[src/rtl/usb_kbd_pkg.sv]
// usb_kbd_pkg: shared HID usage constants and feeder FSM encoding for the
// USB keyboard ASCII feeder.
package usb_kbd_pkg;

  localparam logic [7:0] KC_A       = 8'h04;
  localparam logic [7:0] KC_1       = 8'h1E;
  localparam logic [7:0] KC_0       = 8'h27;
  localparam logic [7:0] KC_ENTER   = 8'h28;
  localparam logic [7:0] KC_BKSP    = 8'h2A;
  localparam logic [7:0] KC_TAB     = 8'h2B;
  localparam logic [7:0] KC_SPACE   = 8'h2C;

  localparam logic [7:0] MOD_LSHIFT = 8'h02;

  typedef enum logic [1:0] {
    IDLE   = 2'd0,
    LOOKUP = 2'd1,
    REQ    = 2'd2,
    GAP    = 2'd3
  } feeder_state_e;

endpackage

[src/rtl/ascii_to_hid.sv]
// ascii_to_hid: purely combinational translation of one ASCII byte into a
// HID {modifier, keycode} pair for a US keyboard layout. valid is low for
// bytes with no key equivalent.
module ascii_to_hid
  import usb_kbd_pkg::*;
(
  input  logic [7:0] ascii,
  output logic       valid,
  output logic [7:0] modifier,
  output logic [7:0] keycode
);

  // Letter and digit ranges are arithmetic; everything else is a table
  always_comb begin
    valid    = 1'b1;
    modifier = 8'h00;
    keycode  = 8'h00;
    if (ascii >= 8'h61 && ascii <= 8'h7A) begin
      keycode = KC_A + (ascii - 8'h61);
    end else if (ascii >= 8'h41 && ascii <= 8'h5A) begin
      modifier = MOD_LSHIFT;
      keycode  = KC_A + (ascii - 8'h41);
    end else if (ascii >= 8'h31 && ascii <= 8'h39) begin
      keycode = KC_1 + (ascii - 8'h31);
    end else begin
      case (ascii)
        8'h30: keycode = KC_0;
        8'h0A: keycode = KC_ENTER;
        8'h0D: keycode = KC_ENTER;
        8'h08: keycode = KC_BKSP;
        8'h09: keycode = KC_TAB;
        8'h20: keycode = KC_SPACE;
        8'h2D: keycode = 8'h2D;
        8'h3D: keycode = 8'h2E;
        8'h5B: keycode = 8'h2F;
        8'h5D: keycode = 8'h30;
        8'h5C: keycode = 8'h31;
        8'h3B: keycode = 8'h33;
        8'h27: keycode = 8'h34;
        8'h60: keycode = 8'h35;
        8'h2C: keycode = 8'h36;
        8'h2E: keycode = 8'h37;
        8'h2F: keycode = 8'h38;
        8'h21: begin modifier = MOD_LSHIFT; keycode = 8'h1E; end
        8'h40: begin modifier = MOD_LSHIFT; keycode = 8'h1F; end
        8'h23: begin modifier = MOD_LSHIFT; keycode = 8'h20; end
        8'h24: begin modifier = MOD_LSHIFT; keycode = 8'h21; end
        8'h25: begin modifier = MOD_LSHIFT; keycode = 8'h22; end
        8'h5E: begin modifier = MOD_LSHIFT; keycode = 8'h23; end
        8'h26: begin modifier = MOD_LSHIFT; keycode = 8'h24; end
        8'h2A: begin modifier = MOD_LSHIFT; keycode = 8'h25; end
        8'h28: begin modifier = MOD_LSHIFT; keycode = 8'h26; end
        8'h29: begin modifier = MOD_LSHIFT; keycode = 8'h27; end
        8'h5F: begin modifier = MOD_LSHIFT; keycode = 8'h2D; end
        8'h2B: begin modifier = MOD_LSHIFT; keycode = 8'h2E; end
        8'h7B: begin modifier = MOD_LSHIFT; keycode = 8'h2F; end
        8'h7D: begin modifier = MOD_LSHIFT; keycode = 8'h30; end
        8'h7C: begin modifier = MOD_LSHIFT; keycode = 8'h31; end
        8'h3A: begin modifier = MOD_LSHIFT; keycode = 8'h33; end
        8'h22: begin modifier = MOD_LSHIFT; keycode = 8'h34; end
        8'h7E: begin modifier = MOD_LSHIFT; keycode = 8'h35; end
        8'h3C: begin modifier = MOD_LSHIFT; keycode = 8'h36; end
        8'h3E: begin modifier = MOD_LSHIFT; keycode = 8'h37; end
        8'h3F: begin modifier = MOD_LSHIFT; keycode = 8'h38; end
        default: valid = 1'b0;
      endcase
    end
  end

endmodule

[src/rtl/usb_keyboard_ascii_feeder.sv]
// usb_keyboard_ascii_feeder: buffers an ASCII byte stream in a small FIFO,
// translates each byte to a HID key and issues paced one-cycle key requests.
// Optional build macro ASCII_FEEDER_CRLF_MERGE_EN: an LF popped directly
// after a CR is discarded so CR/LF line endings produce a single Enter.
module usb_keyboard_ascii_feeder
  import usb_kbd_pkg::*;
#(
  parameter int          FIFO_AW    = 4,
  parameter logic [23:0] GAP_CYCLES = 24'd12000000
) (
  input  logic        clk,
  input  logic        rstn,
  input  logic        usb_rstn,
  input  logic [7:0]  ascii_data,
  input  logic        ascii_valid,
  output logic        ascii_ready,
  output logic [15:0] key_value,
  output logic        key_request,
  output logic        busy,
  output logic [7:0]  err_cnt
);

  localparam int             DEPTH   = 2 ** FIFO_AW;
  localparam logic [FIFO_AW:0] PTR_ONE = {{FIFO_AW{1'b0}}, 1'b1};

  logic [7:0]       mem [DEPTH];
  logic [FIFO_AW:0] wr_ptr;
  logic [FIFO_AW:0] rd_ptr;
  logic             fifo_full;
  logic             fifo_empty;
  logic             push;
  logic             pop;
  logic [7:0]       pop_byte;

  feeder_state_e    state;
  logic [7:0]       char_q;
  logic [23:0]      gap_cnt;
  logic             map_valid;
  logic [7:0]       map_mod;
  logic [7:0]       map_kc;
`ifdef ASCII_FEEDER_CRLF_MERGE_EN
  logic             prev_cr;
`endif

  assign fifo_empty  = (wr_ptr == rd_ptr);
  assign fifo_full   = (wr_ptr[FIFO_AW] != rd_ptr[FIFO_AW]) &&
                       (wr_ptr[FIFO_AW-1:0] == rd_ptr[FIFO_AW-1:0]);
  assign ascii_ready = rstn & usb_rstn & ~fifo_full;
  assign push        = ascii_valid & ascii_ready;
  assign pop         = usb_rstn & (state == IDLE) & ~fifo_empty;
  assign pop_byte    = mem[rd_ptr[FIFO_AW-1:0]];
  assign busy        = ~fifo_empty | (state != IDLE);

  ascii_to_hid u_map (
    .ascii    (char_q),
    .valid    (map_valid),
    .modifier (map_mod),
    .keycode  (map_kc)
  );

  // FIFO storage, written only on an accepted handshake
  always_ff @(posedge clk) begin
    if (push) mem[wr_ptr[FIFO_AW-1:0]] <= ascii_data;
  end

  // FIFO pointers; a USB disconnect empties the queue
  always_ff @(posedge clk or negedge rstn) begin
    if (!rstn) begin
      wr_ptr <= '0;
      rd_ptr <= '0;
    end else if (!usb_rstn) begin
      wr_ptr <= '0;
      rd_ptr <= '0;
    end else begin
      if (push) wr_ptr <= wr_ptr + PTR_ONE;
      if (pop)  rd_ptr <= rd_ptr + PTR_ONE;
    end
  end

  // Pop, translate, request, then wait out the gap before the next byte
  always_ff @(posedge clk or negedge rstn) begin
    if (!rstn) begin
      state       <= IDLE;
      char_q      <= '0;
      gap_cnt     <= '0;
      key_value   <= '0;
      key_request <= 1'b0;
      err_cnt     <= '0;
`ifdef ASCII_FEEDER_CRLF_MERGE_EN
      prev_cr     <= 1'b0;
`endif
    end else if (!usb_rstn) begin
      state       <= IDLE;
      gap_cnt     <= '0;
      key_request <= 1'b0;
`ifdef ASCII_FEEDER_CRLF_MERGE_EN
      prev_cr     <= 1'b0;
`endif
    end else begin
      key_request <= 1'b0;
      case (state)
        IDLE: begin
          if (pop) begin
`ifdef ASCII_FEEDER_CRLF_MERGE_EN
            if (prev_cr && pop_byte == 8'h0A) begin
              prev_cr <= 1'b0;
            end else begin
              prev_cr <= (pop_byte == 8'h0D);
              char_q  <= pop_byte;
              state   <= LOOKUP;
            end
`else
            char_q <= pop_byte;
            state  <= LOOKUP;
`endif
          end
        end
        LOOKUP: begin
          if (map_valid) begin
            key_value   <= {map_mod, map_kc};
            key_request <= 1'b1;
            state       <= REQ;
          end else begin
            if (err_cnt != 8'hFF) err_cnt <= err_cnt + 8'd1;
            state <= IDLE;
          end
        end
        REQ: begin
          gap_cnt <= GAP_CYCLES - 24'd1;
          state   <= GAP;
        end
        GAP: begin
          if (gap_cnt == 24'd0) state <= IDLE;
          else                  gap_cnt <= gap_cnt - 24'd1;
        end
        default: state <= IDLE;
      endcase
    end
  end

endmodule
[config.mk]
export PLATFORM = sky130hd
export DESIGN_NAME = usb_keyboard_ascii_feeder
export DESIGN_NICKNAME = d
export VERILOG_FILES = /design/src/rtl/usb_kbd_pkg.sv /design/src/rtl/ascii_to_hid.sv /design/src/rtl/usb_keyboard_ascii_feeder.sv
export SDC_FILE = /design/constraint.sdc
export NUM_CORES = 1
export LEC_CHECK = 0
export BUFFER_PORTS_ARGS = -buffer_cell sky130_fd_sc_hd__buf_2
export CAP_MARGIN = 10
export CORE_UTILIZATION = 55
export CTS_CLUSTER_DIAMETER = 150
export DETAILED_ROUTE_END_ITERATION = 8
export GPL_ROUTABILITY_DRIVEN = 1
export PLACE_DENSITY = 0.75
export SYNTH_ARGS = -nofsm -noshare
export SYNTH_HDL_FRONTEND = slang
export SYNTH_SLANG_ARGS = --single-unit
[constraint.sdc]
create_clock -name clk -period 2.6 [get_ports clk]
set_input_delay 0 -clock clk [delete_from_list [all_inputs] [get_ports clk]]
set_output_delay 0 -clock clk [all_outputs]
set_load 0.1 [all_outputs]
==> run_results.csv, run 1 <==
group,metric,value,unit
detailed_routing,wl,21200,um
floorplan,die_w,132,um
floorplan,rows,47,
sta,tightestPinTransition,787,ps
placement,portBuffers,31,
cells_and_area,area_growth,17.6,%
placement,routabilityCongestion,0.896,
synth,ys_types,74,
floorplan,initial_core_util,56.0,%
synth,synth-simple-area-share,13.4,%
cells_and_area,final_util,65.8,%
worst_setup_path,r2r-start,"char_q[1]$_DFFE_PN0P_",
synth,ys_seq_elements,190,
clock_tree,cts_buffers,17,
synth,synth-edff-count,128,
detailed_routing,wl_per_cell,20.4,um
floorplan,core,16500,sq um
worst_setup_path,criticalPathCategory,"flip-flop to flip-flop",
grt,overflow,0,
grt,use_met3,4.01,%
floorplan,die_area,17300,sq um
detailed_routing,vias,6318,
job,max-cap-violations,0,
clock_tree,numClockSinks,190,
power,total_power,11.5,mW
synth,syn_area,9250,sq um
grt,busiest_layer,"met2",
synth,avgSynthCellArea,13.0,sq um
cells_and_area,fillers,1199,
synth,synth.area.top_cells,"edfxtp_1, dfrtp_1, mux4_2",
detailed_routing,via_per_inst,6.09,
cells_and_area,layout.nets,828,
grt,grtUsageMet1,31.7,%
synth,synthCells,710,
synth,ys_async_sr_fraction,32.6,%
sta,whs,168,ps
worst_hold_path,hp-class,"input pin to flip-flop",
clock_tree,cts_tree,"built",
worst_setup_path,cp.required,2910,ps
grt,grt_use_met2,44.9,%
grt,grt_usage,25.5,%
power,irDropWorstVdd,0.000804,V
sta,fin_crit,2480,ps
sta,hold_viol,0,
worst_setup_path,timing.rr.end,"key_value[2]$_DFFE_PN0P_",
clock_tree,clk_latency,430,ps
synth,synthAdderAreaFrac,1.62,%
grt,grt_pass1_wl,33500,um
cells_and_area,layout-drive-gt1-share,27.7,%
sta,slew_violations,0,
worst_setup_path,arrival,2790,ps
sta,final.period_utilization,95.2,%
detailed_routing,drcViolationCount,0,
worst_hold_path,worst_hold_path.endpoint,"wr_ptr[1]$_DFFE_PN0P_",
floorplan,io-pin-count,39,
synth,synth_area_leader_cell,"edfxtp_1",
synth,synth_top_family_by_area,"simple AND/OR/NAND/NOR gates",
synth,synth_xor_area_share,2.37,%
worst_setup_path,reg2reg_depth,11,
placement,dp_slack,-119,ps
synth,yosysSeqAreaShare,58.3,%
clock_tree,clk_root_buffer_cell,"clkbuf_16",
grt,grt_antenna_before_repair,0,
detailed_routing,drt_iter0_markers,527,
worst_setup_path,rrSetupSlack,120,ps
worst_setup_path,crit_fanout,9,
clock_tree,cts.clk_slew.worst_paths,70,ps
clock_tree,cts_htree_levels,4,
synth,ys.flop_type,"edfxtp_1",
grt,grt_pass1_vias,6237,
worst_hold_path,worstHoldStart,"ascii_valid",
worst_hold_path,min_path_cells,6,
synth,ys_warn_count,0,
synth,synthMuxAreaShare,12.0,%
clock_tree,clockBufferDepth,2,
outcome,status,"completed",
sta,worst_slack,124,ps
sta,setup_viol,0,
cells_and_area,finalInstanceArea,10900,sq um
floorplan,fp.dieH,132,um
detailed_routing,ant_nets,0,
worst_setup_path,critPathCaptureType,"flip-flop",
sta,finalClockSkew,13.9,ps
grt,grt_start_max_net_pins,63,
sta,fmax,404,MHz
placement,placedInstanceArea,10100,sq um
synth,synthDominantCellAreaShare,41.6,%
placement,dpl.hpwl,14300,um
synth,synth_compound_area_share,8.61,%
power,leakage,4.18,nW
power,power.density,1060,nW/um^2
sta,rsz0062_at_grt,"yes",
worst_setup_path,worstSetupStartpointType,"flip-flop",
sta,relSlewSlack,47.5,%
detailed_routing,dr.pass1.iters,5,
cells_and_area,diodes,0,
-- cells in the final DEF, fill, tap and decap left out, drive strengths merged, types with 7 or more instances in the layout --
| cell type | instances |
|---|---|
| a21oi | 34 |
| a31oi | 9 |
| and2 | 11 |
| and3 | 9 |
| buf | 111 |
| clkbuf | 17 |
| clkinv | 7 |
| conb | 7 |
| dfrtp | 62 |
| dlygate4sd3 | 10 |
| edfxtp | 128 |
| ha | 12 |
| inv | 27 |
| mux2 | 13 |
| mux4 | 40 |
| nand2 | 52 |
| nand2b | 10 |
| nand3 | 18 |
| nand3b | 7 |
| nand4 | 13 |
| nor2 | 44 |
| nor3 | 16 |
| nor4 | 11 |
| o21ai | 49 |
| xnor2 | 13 |
| xor2 | 12 |
-- registers in the layout, summed over array words and instances, names as in the netlist --
name,cells
err_cnt,8
state,2
rd_ptr,5
mem,128
char_q,8
gap_cnt,24
wr_ptr,5
key_request,1
key_value,9
-- cells in the mapped netlist (all sizes together) (10+ instances only) --
master and count:
nand4 13, nor3 16, xor2 12, nor4 11, mux2 13, buf 30, a21oi 34, o21ai 49
nand2b 10, nor2 44, clkbuf 22, dfrtp 62, inv 21, mux4 40, xnor2 13, nand3 18
edfxtp 128, nand2 52, ha 12, and2 11
-- through the flow --
stage,TNS [ps],std cells
floorplan,0,716
global route,-4.48,1037
finish,0,1037
CTS,0,1035
detailed placement,-639,993
global placement,-30.6,993
-- kinds of logic after synthesis --
logic type | count (synthesis)
flip-flops | 190
adder cells (fa/ha/maj) | 12
AND/OR/NAND/NOR | 223
AO/OA/AOI/OAI | 129
multiplexers | 57
XOR/XNOR | 25
other | 1
buffers and inverters | 73
-- power by group --
| group | leakage [nW] | internal [mW] | total (mW) | switching, mW |
|---|---|---|---|---|
| Combinational | 1.90 | 2.02 | 5.09 | 3.06 |
| Sequential | 1.98 | 3.48 | 3.77 | 0.285 |
| Clock | 0.298 | 1.39 | 2.65 | 1.25 |
| Total | 4.18 | 6.90 | 11.5 | 4.60 |
-- timing repair --
action	CTS	global route
gates resized for setup	3	16
pin swaps	0	3
setup endpoints to repair	11	16
hold buffers	10	0
hold endpoints to repair	201	0
buffers inserted	0	2
-- critical path, stage by stage (launching register included) --
cell      delay [ps]
dfrtp_2          420
inv_2             60
buf_4            140
ha_1             190
nor4b_2          170
a21oi_1          300
o41ai_4          160
buf_4            190
o221ai_1         190
o21ai_0          150
o31a_1           130
mux2_4           260
-- metal layers --
metal  part of all wire (%)  vias to the layer above
li1                       -                     2864
met1                     41                     3191
met2                     53                      225
met3                    4.1                       38
met4                    2.2                        0
met5                      0                        -
-- area by class of cell --
cell class / instances / area (sq um) / area share [%]
Multi-Input combinational cell: 453 / 3600 / 33.1
Clock inverter: 15 / 193 / 1.77
Inverter: 21 / 78.8 / 0.725
Tap cell: 220 / 275 / 2.53
Timing Repair Buffer: 121 / 910 / 8.36
Clock buffer: 17 / 425 / 3.91
Sequential cell: 190 / 5400 / 49.6
-- worst max-delay path by stage --
stage	cells past startpoint	to	startpoint
4_1_cts	10	err_cnt[1]$_DFFE_PN0P_	char_q[1]$_DFFE_PN0P_
6_report	11	key_value[2]$_DFFE_PN0P_	char_q[1]$_DFFE_PN0P_
3_5_place_dp	9	key_value[9]$_DFFE_PN0P_	char_q[0]$_DFFE_PN0P_
5_1_grt	10	err_cnt[6]$_DFFE_PN0P_	char_q[0]$_DFFE_PN0P_
2_1_floorplan	8	err_cnt[1]$_DFFE_PN0P_	char_q[0]$_DFFE_PN0P_
3_3_place_gp	9	key_value[9]$_DFFE_PN0P_	char_q[0]$_DFFE_PN0P_
No activity file was read; power rests on OpenSTA's default activity.
==> run 2: changes to the inputs <==
--- a/config.mk
+++ b/config.mk
@@ -5,6 +5,7 @@
 export SDC_FILE = /design/constraint.sdc
 export NUM_CORES = 1
 export LEC_CHECK = 0
+export ABC_AREA = 1
 export BUFFER_PORTS_ARGS = -buffer_cell sky130_fd_sc_hd__buf_2
 export CAP_MARGIN = 10
 export CORE_UTILIZATION = 55
==> run_results.csv, run 2 <==
group,metric,value,unit
floorplan,die_area,18000,sq um
worst_setup_path,arrival,2480,ps
synth,ys_seq_elements,190,
cells_and_area,area_growth,11.0,%
floorplan,io-pin-count,39,
sta,tightestPinTransition,937,ps
sta,fmax,413,MHz
floorplan,die_w,134,um
sta,hold_viol,0,
detailed_routing,vias,7599,
synth,synthDominantCellAreaShare,39.9,%
synth,synth_area_leader_cell,"edfxtp_1",
synth,synthCells,1064,
cells_and_area,finalInstanceArea,10700,sq um
placement,placedInstanceArea,10000,sq um
grt,overflow,0,
synth,ys_warn_count,0,
grt,grt_usage,27.6,%
clock_tree,cts_tree,"built",
synth,synth_compound_area_share,11.6,%
synth,synth_common_cells,"nand2_1, nor2_1, edfxtp_1, o21ai_0, inv_1",
clock_tree,numClockSinks,190,
synth,synthMuxAreaShare,0,%
clock_tree,clk_latency,440,ps
clock_tree,cts.clk_slew.worst_paths,80,ps
synth,yosys.cell_count.top_type,"nand2_1",
sta,setup_viol,0,
grt,grt_antenna_before_repair,0,
grt,grt_pass1_wl,37800,um
placement,dpl.hpwl,15900,um
detailed_routing,wl_per_cell,17.5,um
floorplan,rows,48,
worst_setup_path,cp.required,2660,ps
power,irDropWorstVdd,0.000931,V
sta,rsz0062_at_grt,"yes",
synth,synth-simple-area-share,22.9,%
synth,avgSynthCellArea,9.05,sq um
synth,synth_xor_area_share,2.36,%
grt,grt_use_met2,47.2,%
grt,busiest_layer,"met2",
synth,synthAdderAreaFrac,1.56,%
grt,grt_start_max_net_pins,68,
sta,final.period_utilization,93.1,%
worst_setup_path,criticalPathCategory,"flip-flop to flip-flop",
sta,finalClockSkew,11.8,ps
clock_tree,cts_buffers,17,
sta,relSlewSlack,37.3,%
synth,synth_top_family_by_area,"simple AND/OR/NAND/NOR gates",
cells_and_area,final_cell_mix,"nand2_1, nor2_1, edfxtp_1, o21ai_0, inv_1",
synth,yosysSeqAreaShare,56.0,%
outcome,status,"completed",
worst_hold_path,hp-class,"input pin to async pin",
power,leakage,4.62,nW
detailed_routing,drcViolationCount,0,
worst_setup_path,critPathCaptureType,"flip-flop",
detailed_routing,dr.pass1.iters,5,
cells_and_area,final_util,62.2,%
sta,fin_crit,2420,ps
grt,grtUsageMet1,34.9,%
floorplan,core,17200,sq um
power,power.density,1120,nW/um^2
worst_setup_path,crit_fanout,8,
synth,ys_async_sr_fraction,32.6,%
synth,synth.area.top_cells,"edfxtp_1, dfrtp_1, nand2_1",
synth,ys.flop_type,"edfxtp_1",
clock_tree,clockBufferDepth,2,
synth,ys_types,41,
grt,grt_pass1_vias,7231,
synth,syn_area,9630,sq um
floorplan,initial_core_util,56.1,%
placement,dp.cells,1299,
floorplan,fp.dieH,134,um
detailed_routing,drt_iter0_markers,645,
worst_setup_path,worstSetupStartpointType,"flip-flop",
clock_tree,clk_root_buffer_cell,"clkbuf_16",
job,max-cap-violations,0,
cells_and_area,instances_no_fill,1342,
detailed_routing,wl,23500,um
clock_tree,cts_htree_levels,4,
cells_and_area,largest_reg_flops,128,
clock_tree,postCtsSetupRepairBufs,0,
detailed_routing,via_per_inst,5.66,
cells_and_area,diodes,0,
placement,routabilityCongestion,0.977,
grt,use_met3,4.99,%
synth,synth-edff-count,128,
detailed_routing,ant_nets,0,
cells_and_area,layout.nets,1128,
cells_and_area,mostFrequentLayoutCell,"nand2_1",
sta,slew_violations,0,
cells_and_area,layout-drive-gt1-share,10.8,%
placement,portBuffers,31,
[run 2: through the flow]
stage | worst slack (ps) | hold WS [ps] | power, mW | setup TNS [ps]
after detailed placement | 131 | 310 | 9.34 | 0
after CTS | 113 | 387 | 11.9 | 0
after global placement | 208 | 309 | 9.30 | 0
after floorplan | 38.4 | -296 | 8.10 | 0
after global routing | -11.8 | 456 | 12.7 | -169
final | 179 | 393 | 12.0 | 0
[run 2: worst max-delay path, stage by stage, from the launching register on]
cell and delay, ps:
dfrtp_1 390, xnor2_1 250, nand3b_1 150, nand3_1 100
clkinvlp_4 100, nand2_1 70, inv_1 170, nand2_1 190
nor2_1 640
[run 2: final timing paths]
kind / from / endpoint / slack [ps] / depth (start not counted)
worst max-delay path: wr_ptr[4]$_DFFE_PN0P_ / mem[8][3]$_DFFE_PP_ / 180 / 8
worst min-delay path: rstn / key_value[0]$_DFFE_PN0P_ / 390 / 3
worst max register to register: wr_ptr[4]$_DFFE_PN0P_ / mem[8][3]$_DFFE_PP_ / 180 / 8
worst min register to register: rd_ptr[4]$_DFFE_PN0P_ / rd_ptr[4]$_DFFE_PN0P_ / 480 / 1
max in group asynchronous: rstn / char_q[0]$_DFFE_PN0P_ / 1650 / 3
min in group clk: rd_ptr[4]$_DFFE_PN0P_ / rd_ptr[4]$_DFFE_PN0P_ / 480 / 1
[run 2: cell families (layout without fill, tap and decap cells)]
group,count (synthesis),in the layout
AND/OR/NAND/NOR,518,518
other,1,7
adder cells (fa/ha/maj),12,12
AO/OA/AOI/OAI,194,194
buffers and inverters,123,170
flip-flops,190,190
XOR/XNOR,26,26
[run 2: layout make-up]
type | count | area, sq um
Clock buffer | 18 | 429
Timing Repair Buffer | 60 | 413
Inverter | 78 | 297
Clock inverter | 14 | 134
Sequential cell | 190 | 5400
Tap cell | 225 | 282
Multi-Input combinational cell | 757 | 3730
Fill cell | 1450 | 6490
[run 2: metal layers]
layer  part of all wire (%)  up-vias  routed length [um]
met5                      0        -                   0
met4                    2.6        0                 610
met3                    6.1       48                1440
met2                     51      290               11900
met1                     41     3570                9560
li1                       -     3691                   -
[run 2: timing repair]
item                       in CTS  in global routing
hold endpoints to repair      199                  0
hold buffers                   11                  0
setup endpoints to repair       0                 31
gates resized for setup         0                  6
[run 2: power by group]
part / switching, mW / internal [mW]
clock: 1.18 / 1.34
combinational: 3.94 / 1.57
sequential: 0.371 / 3.54
==> run 3: changes to the inputs <==
--- a/config.mk
+++ b/config.mk
@@ -15,4 +15,5 @@
 export PLACE_DENSITY = 0.75
 export SYNTH_ARGS = -nofsm -noshare
 export SYNTH_HDL_FRONTEND = slang
+export SYNTH_HIERARCHICAL = 1
 export SYNTH_SLANG_ARGS = --single-unit
==> run_results.csv, run 3 <==
group,metric,value,unit
sta,whs,112,ps
synth,avgSynthCellArea,8.60,sq um
worst_setup_path,cp_cell_sequence,"inv_2 -> ha_1 -> nand3_1 -> inv_1 -> o21ai_0 -> nand3_1 -> nor2_1 -> nand2_1 -> nor2_2 -> nand3_2 -> nor3_2 -> nand2_2 -> nor2_2 -> nand2_1 -> nand2_1 -> nand2_1",
synth,synth-edff-count,128,
power,clockPowerShare,20.6,%
cells_and_area,final_cell_mix,"nand2_1, nor2_1, edfxtp_1, nand3_1, o21ai_0",
cells_and_area,diodes,0,
synth,synth.area.top_cells,"edfxtp_1, dfrtp_1, nand2_1",
floorplan,fp.dieH,139,um
detailed_routing,wl_per_cell,15.8,um
power,irDropWorstVdd,0.000819,V
sta,finalClockSkew,11.2,ps
power,netSwitchingFraction,47.0,%
sta,tns,0,ps
synth,ys_seq_elements,197,
clock_tree,cts.clk_slew.worst_paths,70,ps
grt,grt_start_max_net_pins,70,
placement,portBuffers,38,
synth,synthDominantCellAreaShare,37.0,%
clock_tree,numClockSinks,197,
clock_tree,cts_htree_levels,4,
power,seqPwrFrac,32.3,%
floorplan,die_area,19400,sq um
grt,grt_pass1_vias,7852,
worst_setup_path,crit_fanout,6,
cells_and_area,layout-drive-gt1-share,13.8,%
worst_setup_path,crit_top_cell,"nand2_1",
clock_tree,clk_latency,440,ps
outcome,status,"completed",
sta,setup_viol,0,
worst_setup_path,arrival,2730,ps
sta,fin_crit,2400,ps
cells_and_area,largest_reg_flops,128,
sta,rsz0062_at_grt,"no",
cells_and_area,area_growth,12.6,%
grt,grt_usage,26.0,%
power,p_switching,6.01,mW
power,total_power,12.8,mW
worst_setup_path,path_delay_family,"simple AND/OR/NAND/NOR gates",
synth,synth_area_leader_cell,"edfxtp_1",
sta,fmax,416,MHz
worst_setup_path,path_buf_inv,2,
clock_tree,cts_tree,"built",
detailed_routing,drt_iter0_markers,705,
sta,hold_viol,0,
worst_setup_path,worstSetupStartpointType,"flip-flop",
cells_and_area,mostFrequentLayoutCell,"nand2_1",
detailed_routing,dr.pass1.iters,5,
grt,overflow,0,
synth,yosysSeqAreaShare,53.7,%
sta,final.period_utilization,92.4,%
power,power.density,1090,nW/um^2
synth,yosys.cell_count.top_type,"nand2_1",
power,leakage,5.28,nW
floorplan,io-pin-count,39,
floorplan,initial_core_util,57.0,%
cells_and_area,layout.nets,1304,
detailed_routing,vias,8188,
detailed_routing,wl,24000,um
sta,slew_violations,0,
synth,syn_area,10400,sq um
worst_setup_path,cp.required,2930,ps
floorplan,rows,49,
power,p_comb_share,47.1,%
clock_tree,cts_buffers,17,
placement,routabilityCongestion,0.974,
placement,dpl.hpwl,16400,um
power,power.internal,6.77,mW
cells_and_area,fillers,1487,
worst_setup_path,rrSetupSlack,200,ps
worst_setup_path,critPathCaptureType,"flip-flop",
sta,tightestPinTransition,880,ps
clock_tree,clk_root_buffer_cell,"clkbuf_16",
floorplan,die_w,139,um
grt,grt_antenna_before_repair,0,
detailed_routing,via_per_inst,5.39,
synth,ys_async_sr_fraction,35.0,%
worst_setup_path,cp_slowest_cell,"dfrtp_1",
synth,ys.flop_type,"edfxtp_1",
worst_hold_path,hp-class,"input pin to flip-flop",
clock_tree,clockBufferDepth,2,
worst_setup_path,criticalPathCategory,"flip-flop to flip-flop",
synth,ys_types,40,
floorplan,core,18200,sq um
grt,grt_pass1_wl,39400,um
synth,synthCells,1207,
worst_setup_path,cpPeakStageDelay,390,ps
job,max-cap-violations,0,
detailed_routing,drcViolationCount,0,
synth,synth_common_cells,"nand2_1, nor2_1, edfxtp_1, nand3_1, o21ai_0",
detailed_routing,ant_nets,0,
clock_tree,postCtsSetupRepairBufs,0,
synth,ys_warn_count,6,
sta,relSlewSlack,41.3,%
[run 3: kinds of logic after synthesis]
logic type,synth area share (%)
other,0.0361
AND/OR/NAND/NOR,28.8
XOR/XNOR,2.19
AO/OA/AOI/OAI,7.01
adder cells (fa/ha/maj),1.69
flip-flops,53.7
buffers and inverters,6.62
[run 3: cell type report]
type	instances	area (sq um)	share of cell area, %
Tap cell	229	287	2.45
Clock inverter	15	178	1.52
Inverter	92	355	3.04
Timing Repair Buffer	95	673	5.76
Timing Repair inverter	1	7.51	0.0643
Multi-Input combinational cell	874	4180	35.8
Clock buffer	17	425	3.64
Sequential cell	197	5570	47.7
[run 3: power groups by stage]
stage	Combinational (mW)	Sequential [mW]	Clock (mW)
after floorplan	3.81	5.04	0
after global placement	5.87	4.16	0
after global routing	6.61	4.19	2.79
after detailed placement	5.92	4.17	0
after CTS	5.96	4.11	2.68
final	6.02	4.12	2.63
[run 3: metal layers]
metal  part of all wire (%)  wire length, um  global-route usage, %  vias to the layer above
li1                       -                -                      -                     4084
met1                     45            10800                   35.6                     3790
met2                     47            11300                   41.8                      256
met3                    5.3             1260                   3.68                       58
met4                    2.8              668                   11.0                        0
met5                      0                0                      0                        -
[run 3: through the flow]
| step | cell area, sq um | setup WS (ps) | std cells | utilization [%] |
|---|---|---|---|---|
| after floorplan | 10400 | 216 | 1215 | - |
| after global placement | 10900 | 64.7 | 1476 | 60.0 |
| after detailed placement | 10900 | 35.6 | 1476 | 60.0 |
| after CTS | 11600 | 15.9 | 1518 | 63.8 |
| after global routing | 11700 | 2.31 | 1520 | 64.1 |
| final | 11700 | 199 | 1520 | 64.1 |
[run 3: final timing paths]
path,from,endpoint,depth (start not counted)
worst max-delay path,char_q[1]$_DFFE_PN0P_,err_cnt[5]$_DFFE_PN0P_,16
worst min-delay path,usb_rstn,wr_ptr[1]$_DFFE_PN0P_,7
worst max register to register,char_q[1]$_DFFE_PN0P_,err_cnt[5]$_DFFE_PN0P_,16
worst min register to register,key_value[15]$_DFFE_PN0P_,key_value[15]$_DFFE_PN0P_,2
max in group asynchronous,rstn,rd_ptr[0]$_DFFE_PN0P_,3
min in group asynchronous,rstn,key_value[13]$_DFFE_PN0P_,3
[run 3: worst reg2reg max path, delay by kind of cell, from the launching register on]
| kind | cells | cell delay [ps] |
|---|---|---|
| fa+ha+maj | 1 | 230 |
| buf+inv | 2 | 200 |
| flops | 1 | 390 |
| compound gates | 1 | 160 |
| simple gates | 12 | 1330 |
[run 3: timing repair]
action                                  in CTS  in global routing
endpoints found under the hold margin      198                  0
gates resized for setup                      0                 15
hold buffers                                10                  0
endpoints found under the setup margin       0                 24
